## config.mk

```make
export PLATFORM = sky130hd
export DESIGN_NAME = idma_reg64_driver
export DESIGN_NICKNAME = d
export VERILOG_FILES = /design/src/rtl/idma_reg64_driver_pkg.sv /design/src/rtl/idma_reg64_driver.sv
export SDC_FILE = /design/constraint.sdc
export NUM_CORES = 1
export LEC_CHECK = 0
export ABC_AREA = 1
export CORE_AREA = 3 3 102 104
export CTS_BUF_LIST = sky130_fd_sc_hd__clkbuf_8 sky130_fd_sc_hd__clkbuf_16
export DETAILED_ROUTE_END_ITERATION = 8
export DIE_AREA = 0 0 105 107
export GPL_ROUTABILITY_DRIVEN = 0
export HOLD_SLACK_MARGIN = 0.12
export PLACE_DENSITY = 0.67
export SYNTH_ARGS = -nofsm -noshare
export SYNTH_HDL_FRONTEND = slang
export SYNTH_SLANG_ARGS = --single-unit
```

## constraint.sdc

```tcl
create_clock -name clk_i -period 1.3 [get_ports clk_i]
set_input_delay 0.26 -clock clk_i [delete_from_list [all_inputs] [get_ports clk_i]]
set_output_delay 0.26 -clock clk_i [all_outputs]
set_load 0.02 [all_outputs]
```

## src/rtl/idma_reg64_driver_pkg.sv

```systemverilog
`default_nettype none
// ============================================================================
// Module      : idma_reg64_driver_pkg
// Description : Shared register map, CONF bit indices, FSM state encoding and
//               register-interface request/response layouts for the 64-bit
//               iDMA register-frontend driver.
// Revision    : 1.0 - initial release
// ============================================================================
package idma_reg64_driver_pkg;

    // Register offsets of the 64-bit DMA register frontend
    localparam logic [31:0] c_reg_conf    = 32'h0000_0000;
    localparam logic [31:0] c_reg_next_id = 32'h0000_0010;
    localparam logic [31:0] c_reg_done    = 32'h0000_0018;
    localparam logic [31:0] c_reg_src     = 32'h0000_0020;
    localparam logic [31:0] c_reg_dst     = 32'h0000_0028;
    localparam logic [31:0] c_reg_len     = 32'h0000_0030;

    // CONF register bit positions
    localparam int unsigned c_conf_decouple_bit = 0;
    localparam int unsigned c_conf_deburst_bit  = 1;

    // Driver FSM states
    typedef enum logic [3:0] {
        IDLE      = 4'd0,
        WR_SRC    = 4'd1,
        WR_DST    = 4'd2,
        WR_LEN    = 4'd3,
        WR_CONF   = 4'd4,
        RD_NEXTID = 4'd5,
        POLL_WAIT = 4'd6,
        RD_DONE   = 4'd7
    } state_e;

    // Register-interface request / response layouts
    typedef struct packed {
        logic [31:0] addr;
        logic        write;
        logic [63:0] wdata;
        logic [7:0]  wstrb;
        logic        valid;
    } reg64_req_t;

    typedef struct packed {
        logic [63:0] rdata;
        logic        error;
        logic        ready;
    } reg64_rsp_t;

    // Full-width write request
    function automatic reg64_req_t reg_write(input logic [31:0] addr, input logic [63:0] data);
        reg64_req_t req;
        req.addr  = addr;
        req.write = 1'b1;
        req.wdata = data;
        req.wstrb = 8'hFF;
        req.valid = 1'b1;
        return req;
    endfunction

    // Read request
    function automatic reg64_req_t reg_read(input logic [31:0] addr);
        reg64_req_t req;
        req.addr  = addr;
        req.write = 1'b0;
        req.wdata = '0;
        req.wstrb = '0;
        req.valid = 1'b1;
        return req;
    endfunction

endpackage
`default_nettype wire

```

## src/rtl/idma_reg64_driver.sv

```systemverilog
`default_nettype none
// ============================================================================
// Module      : idma_reg64_driver
// Description : Accepts a transfer descriptor, programs SRC/DST/LEN/CONF over
//               a register interface, reads NEXT_ID and optionally polls DONE
//               until the transfer retires.
// Revision    : 1.0 - initial release
// ============================================================================
module idma_reg64_driver
    import idma_reg64_driver_pkg::*;
#(
    parameter type         reg_req_t = logic,
    parameter type         reg_rsp_t = logic,
    parameter int unsigned PollGap   = 4
) (
    input  logic        clk_i,
    input  logic        rst_ni,
    input  logic [63:0] desc_src_i,
    input  logic [63:0] desc_dst_i,
    input  logic [63:0] desc_len_i,
    input  logic        desc_decouple_i,
    input  logic        desc_deburst_i,
    input  logic        desc_wait_i,
    input  logic        desc_valid_i,
    output logic        desc_ready_o,
    output reg_req_t    reg_req_o,
    input  reg_rsp_t    reg_rsp_i,
    output logic [63:0] id_o,
    output logic        id_valid_o,
    output logic        done_o,
    output logic        error_o,
    output logic        busy_o
);

    // At least one counter bit so PollGap == 0 still elaborates
    localparam int unsigned c_cnt_w = (PollGap > 0) ? $clog2(PollGap + 1) : 1;
    localparam logic [c_cnt_w-1:0] c_cnt_last = c_cnt_w'(PollGap - 1);

    state_e               r_state;
    reg64_req_t           r_req;
    logic [63:0]          r_src;
    logic [63:0]          r_dst;
    logic [63:0]          r_len;
    logic                 r_decouple;
    logic                 r_deburst;
    logic                 r_wait;
    logic [63:0]          r_id;
    logic                 r_id_valid;
    logic                 r_done;
    logic                 r_error;
    logic [c_cnt_w-1:0]   r_cnt;

    reg64_rsp_t           w_rsp;
    logic [63:0]          w_conf;
    logic [63:0]          w_diff;
    logic                 w_retired;

    // Decode the response and build the CONF word from the latched descriptor
    always_comb begin
        w_rsp                       = reg64_rsp_t'(reg_rsp_i);
        w_conf                      = '0;
        w_conf[c_conf_decouple_bit] = r_decouple;
        w_conf[c_conf_deburst_bit]  = r_deburst;
        // Wrap-safe retire check: DONE has reached or passed our ID
        w_diff                      = w_rsp.rdata - r_id;
        w_retired                   = ~w_diff[63];
    end

    // Driver FSM with registered request and status pulses
    always_ff @(posedge clk_i) begin
        if (!rst_ni) begin
            r_state    <= IDLE;
            r_req      <= '0;
            r_src      <= '0;
            r_dst      <= '0;
            r_len      <= '0;
            r_decouple <= 1'b0;
            r_deburst  <= 1'b0;
            r_wait     <= 1'b0;
            r_id       <= '0;
            r_id_valid <= 1'b0;
            r_done     <= 1'b0;
            r_error    <= 1'b0;
            r_cnt      <= '0;
        end else begin
            r_id_valid <= 1'b0;
            r_done     <= 1'b0;
            r_error    <= 1'b0;
            case (r_state)
                IDLE: begin
                    if (desc_valid_i) begin
                        r_src      <= desc_src_i;
                        r_dst      <= desc_dst_i;
                        r_len      <= desc_len_i;
                        r_decouple <= desc_decouple_i;
                        r_deburst  <= desc_deburst_i;
                        r_wait     <= desc_wait_i;
                        if (desc_len_i == 64'd0) begin
                            r_error <= 1'b1;
                        end else begin
                            r_state <= WR_SRC;
                            r_req   <= reg_write(c_reg_src, desc_src_i);
                        end
                    end
                end
                POLL_WAIT: begin
                    if (r_cnt == c_cnt_last) begin
                        r_state <= RD_DONE;
                        r_req   <= reg_read(c_reg_done);
                    end else begin
                        r_cnt <= r_cnt + c_cnt_w'(1);
                    end
                end
                default: begin
                    // Access states: hold the request until the frontend accepts it
                    if (w_rsp.ready) begin
                        if (w_rsp.error) begin
                            r_state <= IDLE;
                            r_req   <= '0;
                            r_error <= 1'b1;
                        end else begin
                            case (r_state)
                                WR_SRC: begin
                                    r_state <= WR_DST;
                                    r_req   <= reg_write(c_reg_dst, r_dst);
                                end
                                WR_DST: begin
                                    r_state <= WR_LEN;
                                    r_req   <= reg_write(c_reg_len, r_len);
                                end
                                WR_LEN: begin
                                    r_state <= WR_CONF;
                                    r_req   <= reg_write(c_reg_conf, w_conf);
                                end
                                WR_CONF: begin
                                    r_state <= RD_NEXTID;
                                    r_req   <= reg_read(c_reg_next_id);
                                end
                                RD_NEXTID: begin
                                    r_id       <= w_rsp.rdata;
                                    r_id_valid <= 1'b1;
                                    if (!r_wait) begin
                                        r_state <= IDLE;
                                        r_req   <= '0;
                                    end else if (PollGap == 0) begin
                                        r_state <= RD_DONE;
                                        r_req   <= reg_read(c_reg_done);
                                    end else begin
                                        r_state <= POLL_WAIT;
                                        r_req   <= '0;
                                        r_cnt   <= '0;
                                    end
                                end
                                RD_DONE: begin
                                    if (w_retired) begin
                                        r_done  <= 1'b1;
                                        r_state <= IDLE;
                                        r_req   <= '0;
                                    end else if (PollGap == 0) begin
                                        r_req   <= reg_read(c_reg_done);
                                    end else begin
                                        r_state <= POLL_WAIT;
                                        r_req   <= '0;
                                        r_cnt   <= '0;
                                    end
                                end
                                default: begin
                                    r_state <= IDLE;
                                    r_req   <= '0;
                                end
                            endcase
                        end
                    end
                end
            endcase
        end
    end

    assign desc_ready_o = (r_state == IDLE);
    assign busy_o       = (r_state != IDLE);
    assign reg_req_o    = reg_req_t'(r_req);
    assign id_o         = r_id;
    assign id_valid_o   = r_id_valid;
    assign done_o       = r_done;
    assign error_o      = r_error;

endmodule
`default_nettype wire

```

# After elaboration in Yosys (flattened, before gate mapping)
# Index checks and enable logic that the tools add are counted.
# word_totals
reg_bits	12
in_bits	199
output_inout_bits	70
word_cells	58
# classes
addsub	1
n_eq_ne	14
n_mux	20
bitwise_logic	4
reduce_logical	12
# ops
cell	n
64-bit logical NOT	1
4-bit by 3-bit equality test with 1-bit output (second input constant)	4
4-bit two-way mux	4
3-bit two-way mux	5
3-bit case mux with 5 select lines	1
4-bit by 2-bit equality test with 1-bit output (second input constant)	2
2-bit inequality test (second input constant)	4
4-bit case mux with 2 select lines	1
1-bit two-way mux	6
3-bit case mux with 2 select lines	1
6-bit AND reduction	1
3-bit nonzero test	2
5-bit OR reduction	1
4-bit by 1-bit equality test with 1-bit output (second input constant)	1
4-bit logical NOT	1
1-bit NOT	4
1-bit case mux with 4 select lines	1
4-bit AND reduction	1
4-bit nonzero test	1
4-bit OR reduction	1
3-bit by 1-bit adder with 3-bit output (second input constant)	1
3-bit by 2-bit equality test with 1-bit output (second input constant)	1
3-bit inequality test (second input constant)	1
3-bit AND reduction	1
other kinds (4)	4

# Logic depth before layout (Yosys ltp)
# Gate-level depths: netlist (run 1).
# logic_depth
ltp_word	4
mapped_depth	10
depth_no_buf	10

# Worst setup path after synthesis (run 1)
# No wires, ideal clock.
# synth_path
kind	reg-to-reg
startpoint	register r_state[0]
endpoint	register r_req (netlist bit reg_req_o)
t_arrival_ns	1.161
required_ns	1.185
setup_slack_ns	0.024
stages_incl_launch_ff	9
path_buffers	0
synth_period_minus_slack_ns	1.276
path_cell_list	dfxtp_1 > inv_2 > nand2_4 > nor2_4 > nor2_4 > o21ai_4 > nand2_4 > a21oi_1 > nor2_1
# synth_via
word_cells_on_any_way	14
# synth_rtl
item	line	text
start, declared	idma_reg64_driver.sv:39	state_e r_state;
start signal, assigned	idma_reg64_driver.sv:72	r_state <= IDLE;
start signal, assigned	idma_reg64_driver.sv:101	r_state <= WR_SRC;
start signal, assigned	idma_reg64_driver.sv:108	r_state <= RD_DONE;
4-bit logical NOT (*)	n/a	
via desc_ready_o	idma_reg64_driver.sv:25	output logic desc_ready_o,
2-bit inequality test (no source line) or 3-bit nonzero test (tied branches)	n/a	
4-bit AND reduction (no source line)	n/a	
end signal, assigned	idma_reg64_driver.sv:102	r_req <= reg_write(c_reg_src, desc_src_i);
end signal, assigned	idma_reg64_driver.sv:109	r_req <= reg_read(c_reg_done);
end signal, assigned	idma_reg64_driver.sv:125	r_req <= reg_write(c_reg_dst, r_dst);
end, declared	idma_reg64_driver.sv:40	reg64_req_t r_req;
# Mark *: on every way through the listed nets, which the timed path passes. The rest lies on a longest branch. The select of a mux whose other input is x is not followed.
# A chain may end at the register's enable or synchronous reset.

# Final worst setup path (run 1)
# layout_path
startpoint	register r_state[2]
endpoint	register r_state[0]
# layout_via
elab_chain_cells	4
word_cells_on_any_way	15
# layout_rtl
item	line	text
4-bit by 3-bit equality test with 1-bit output (tied with other cells)	idma_reg64_driver.sv:122	case (r_state)
3-bit case mux with 5 select lines	idma_reg64_driver.sv:122	
4-bit two-way mux	idma_reg64_driver.sv:116	if (w_rsp.ready) begin
4-bit case mux with 2 select lines	idma_reg64_driver.sv:89	case (r_state)
# Parallel ways exist; a longest one is shown, timed or not. The select of a mux whose other input is x is not followed.

==> results of run 1 <==
==> synth_stat cells <==
cell type and n:
sky130_fd_sc_hd__buf_4 64, sky130_fd_sc_hd__nor2_1 49, sky130_fd_sc_hd__nand2_1 33, sky130_fd_sc_hd__inv_1 12
sky130_fd_sc_hd__dfxtp_1 11, sky130_fd_sc_hd__a21oi_1 7, sky130_fd_sc_hd__nand3_1 6, sky130_fd_sc_hd__inv_2 4
sky130_fd_sc_hd__nand3_2 3, sky130_fd_sc_hd__a21oi_2 2, sky130_fd_sc_hd__ha_1 2, sky130_fd_sc_hd__nand2_4 2
sky130_fd_sc_hd__nor2_2 2, sky130_fd_sc_hd__nor2_4 2, sky130_fd_sc_hd__nor3_1 2, sky130_fd_sc_hd__o21ai_1 2
sky130_fd_sc_hd__a21boi_0 1, sky130_fd_sc_hd__buf_2 1, sky130_fd_sc_hd__buf_6 1, sky130_fd_sc_hd__clkinv_1 1
sky130_fd_sc_hd__conb_1 1, sky130_fd_sc_hd__nand2_2 1, sky130_fd_sc_hd__nand4_1 1, sky130_fd_sc_hd__nor3_2 1
sky130_fd_sc_hd__o21ai_0 1, sky130_fd_sc_hd__o21ai_4 1
==> stage by stage <==
stage	total power (µW)	utilization, %	setup TNS (ps)	instances	instance area [µm²]
2_1_floorplan	1300	-	0	276	1600
4_1_cts	2130	22.2	-0.866	439	2140
6_report	2300	23.5	-17.2	442	2260
3_3_place_gp	1710	22.0	-2560	432	2120
5_1_grt	2450	23.5	-382	442	2260
3_5_place_dp	1740	22.0	-2990	432	2120
==> final cells by class <==
| cell class | count | area [µm²] | area share [%] |
|---|---|---|---|
| timing repair buffer | 95 | 815 | 36.0 |
| sequential | 11 | 229 | 10.1 |
| inverter | 17 | 68.8 | 3.04 |
| clock buffer | 3 | 41.3 | 1.83 |
| clock inverter | 1 | 3.75 | 0.166 |
| multi-input combinational | 182 | 938 | 41.5 |
| tap | 133 | 166 | 7.36 |
==> final timing paths <==
kind / endpoint / slack (ps) / depth (start not counted)
min: r_cnt[1] / 500 / 2
max: r_state[0] / -10 / 7
min reg2reg: r_cnt[1] / 500 / 2
max reg2reg: r_state[0] / -10 / 7
==> flip-flops by register name, indices dropped and copies added, names as in the netlist <==
name / cells
r_cnt: 3
r_state: 3
done_o: 1
error_o: 1
id_valid_o: 1
r_wait: 1
reg_req_o: 1
==> kinds of logic (layout without fill, tap and decap cells) <==
kind of cell | count (synthesis) | after routing | synth area share [%]
other cells | 1 | 64 | 0.276
fa+ha+maj | 2 | 2 | 1.84
compound gates | 14 | 14 | 6.72
buf+inv | 83 | 116 | 41.3
simple gates | 102 | 102 | 33.7
flops | 11 | 11 | 16.2
==> layer usage <==
metal	vias to the layer above	part of all wire, %	track usage [%]
met4	0	1.7	2.44
met5	-	0	0
li1	716	-	-
met1	601	33	5.68
met2	89	54	11.5
met3	6	11	1.20
==> worst reg2reg max path, cell delays in order (launching register included) <==
cell	delay (ps)
sky130_fd_sc_hd__dfxtp_4	370
sky130_fd_sc_hd__buf_4	150
sky130_fd_sc_hd__nand3_4	110
sky130_fd_sc_hd__buf_4	160
sky130_fd_sc_hd__o21ai_4	70
sky130_fd_sc_hd__nand2_4	120
sky130_fd_sc_hd__a21oi_2	160
sky130_fd_sc_hd__nor2_1	60
==> cell usage in the layout (no fill, tap or decap) <==
cell                               n
sky130_fd_sc_hd__nor2_1           45
sky130_fd_sc_hd__dfxtp_4           1
sky130_fd_sc_hd__dfxtp_1           6
sky130_fd_sc_hd__dlygate4sd2_1    68
sky130_fd_sc_hd__nand3_4           2
sky130_fd_sc_hd__nor2_2            2
sky130_fd_sc_hd__buf_2             2
sky130_fd_sc_hd__nand3_1           1
sky130_fd_sc_hd__dfxtp_2           4
sky130_fd_sc_hd__nor3_1            1
sky130_fd_sc_hd__nor2_4            6
sky130_fd_sc_hd__nand2_1          31
sky130_fd_sc_hd__buf_6             3
sky130_fd_sc_hd__o21ai_4           1
sky130_fd_sc_hd__clkbuf_8          3
sky130_fd_sc_hd__ha_4              2
sky130_fd_sc_hd__conb_1           64
sky130_fd_sc_hd__inv_1            11
sky130_fd_sc_hd__nand3_2           6
sky130_fd_sc_hd__o21ai_0           1
sky130_fd_sc_hd__clkdlybuf4s50_1   4
sky130_fd_sc_hd__o21ai_1           2
sky130_fd_sc_hd__a21boi_0          1
sky130_fd_sc_hd__a21oi_1           2
sky130_fd_sc_hd__nand4_1           1
sky130_fd_sc_hd__a21oi_2           7
sky130_fd_sc_hd__inv_4             2
sky130_fd_sc_hd__nand2_4           2
sky130_fd_sc_hd__buf_4            18
sky130_fd_sc_hd__nor3_2            2
sky130_fd_sc_hd__inv_2             5
sky130_fd_sc_hd__nand2_2           3
==> what timing repair did <==
| item | 4_1_cts | 5_1_grt |
|---|---|---|
| gates cloned | 0 | 0 |
| endpoints found under the setup margin | 14 | 7 |
| gates resized for setup | 91 | 26 |
| pin swaps | 68 | 22 |
| buffers inserted | 3 | 3 |
| hold buffers | 0 | 0 |
==> power by group through the flow <==
stage               logic (µW)  registers (µW)  clock network [µW]
detailed placement        1290             443                   0
floorplan                  847             453                   0
CTS                       1350             436                 351
global route              1620             460                 363
finish                    1500             456                 344
global placement          1270             439                   0
==> flow_summary.toml, run 1 <==
[critical_path]
critical_path.startpoint_type = "flip-flop"
cp_data_arrival_time_ps = 1440
cp-end-kind = "flip-flop"
timing.critical_path.max_delay_family = "flip-flops"
critPathMaxFanout = 7
worst_path_max_delay_cell = "sky130_fd_sc_hd__dfxtp_4"
timing_worst_setup_path_type = "flip-flop to flip-flop"
reg2reg_from = "r_state[2]"
worst_path_most_repeated_cell = "sky130_fd_sc_hd__buf_4"
worstPathCellList = "buf_4 > nand3_4 > buf_4 > o21ai_4 > nand2_4 > a21oi_2 > nor2_1"
critical-path-max-stage-delay_ps = 370
critical_path_rt_ps = 1430
cp-startpoint = "r_state[2]"
critical_path.n_buffers_inverters = 2

[clocking]
total_clock_buffers_created_by_cts = 3
clock_tree_from_tritoncts = "built"
h_tree_levels = 1
clockBufferDepth = 2
cts-root-buf = "sky130_fd_sc_hd__clkbuf_8"
clkLatencyLatePin_ps = 240
clk_pin_slew_ps = 50
tritoncts_num_sinks = 11

[cells_and_area]
post_route_cells_drive_above_1_share_pct = 23.0
diodes = 0
nNetsFinal = 511
number_of_fillers_in_the_final_layout = 1118
area_growth_pct = 66.5

[detailed_routing]
detail_route.wirelength_mm = 3.79
drt_iter0_drc = 42
antenna_violating_nets_post_route = 0
via_per_inst = 3.19
first_pass_iters = 4
post_drt_wl_per_cell_um = 8.57
remaining_drcs = 0
vias = 1412

[pwr]
share_comb_of_total_power_pct = 65.3
worst_ir_drop_vdd_v = 0.000343
power.switching_uw = 1040
power.share.switching_pct = 45.2
sequentialPowerShare_pct = 19.8
internal-power_uw = 1260
p_clk_share_pct = 14.9
power_density_nw_per_um2 = 1020
power_leakage_uw = 0.00110

[placed_design]
post_dp_hpwl_mm = 3.14
numPortBuffers = 74
dpl_worst_slack_ps = -511

[status]
status = "finished with violations"
failed_checks = "setup timing"

[timing]
fmax_ghz = 0.761
setup-violations-final = 2
fin_crit_sh_pct = 101
grt_setup_unrepaired = "yes"
final_hold_slack_ps = 504
final-max-slew-violation-count = 0
layout_min_cycle_time_ps = 1310
final_critical_path_setup_slack_ps = -13.6
fin_skew_ps = 5.96
count_of_final_hold_check_violations = 0

[synthesis]
synth_top_area_cell = "sky130_fd_sc_hd__buf_4"
syn-instance-count = 213
synth-seq-area-share_pct = 16.2
yosys_top_cell_area_share_pct = 35.4
post_synth_num_cell_types = 26
synth-warning-count = 0
synth.area.top_cells = "sky130_fd_sc_hd__buf_4 35%, sky130_fd_sc_hd__dfxtp_1 16%, sky130_fd_sc_hd__nor2_1 14%"
syn_avg_cell_area_um2 = 6.38
synth.cell_area_um2 = 1360
ys_ff_latch = 11

[hold_path]
min_from = "r_cnt[1]"
hold_path.class = "flip-flop to flip-flop"

[grt]
antenna_found_initial = 0
grt_start_max_net_pins = 8
grt_first_pass_wirelength_mm = 5.41
track_usage_pct = 5.76
global_route.overflow_total = 0
vias_in_the_first_global_route = 1274

[floorplan]
die-width_um = 105
chipHeight_um = 107
initial_core_util_pct = 14.1
core_um2 = 9640
io_pins = 269
dieArea_um2 = 11200
rows = 36

[job]
max_cap_violations = 0
Power figures use the tool's default switching activity.
==> run 2, diff against run 1 <==
- ABC_CLOCK_PERIOD_IN_PS: not set -> 1300
==> results of run 2 <==
Final layout, timing and power as in run 1 (identical DEF).
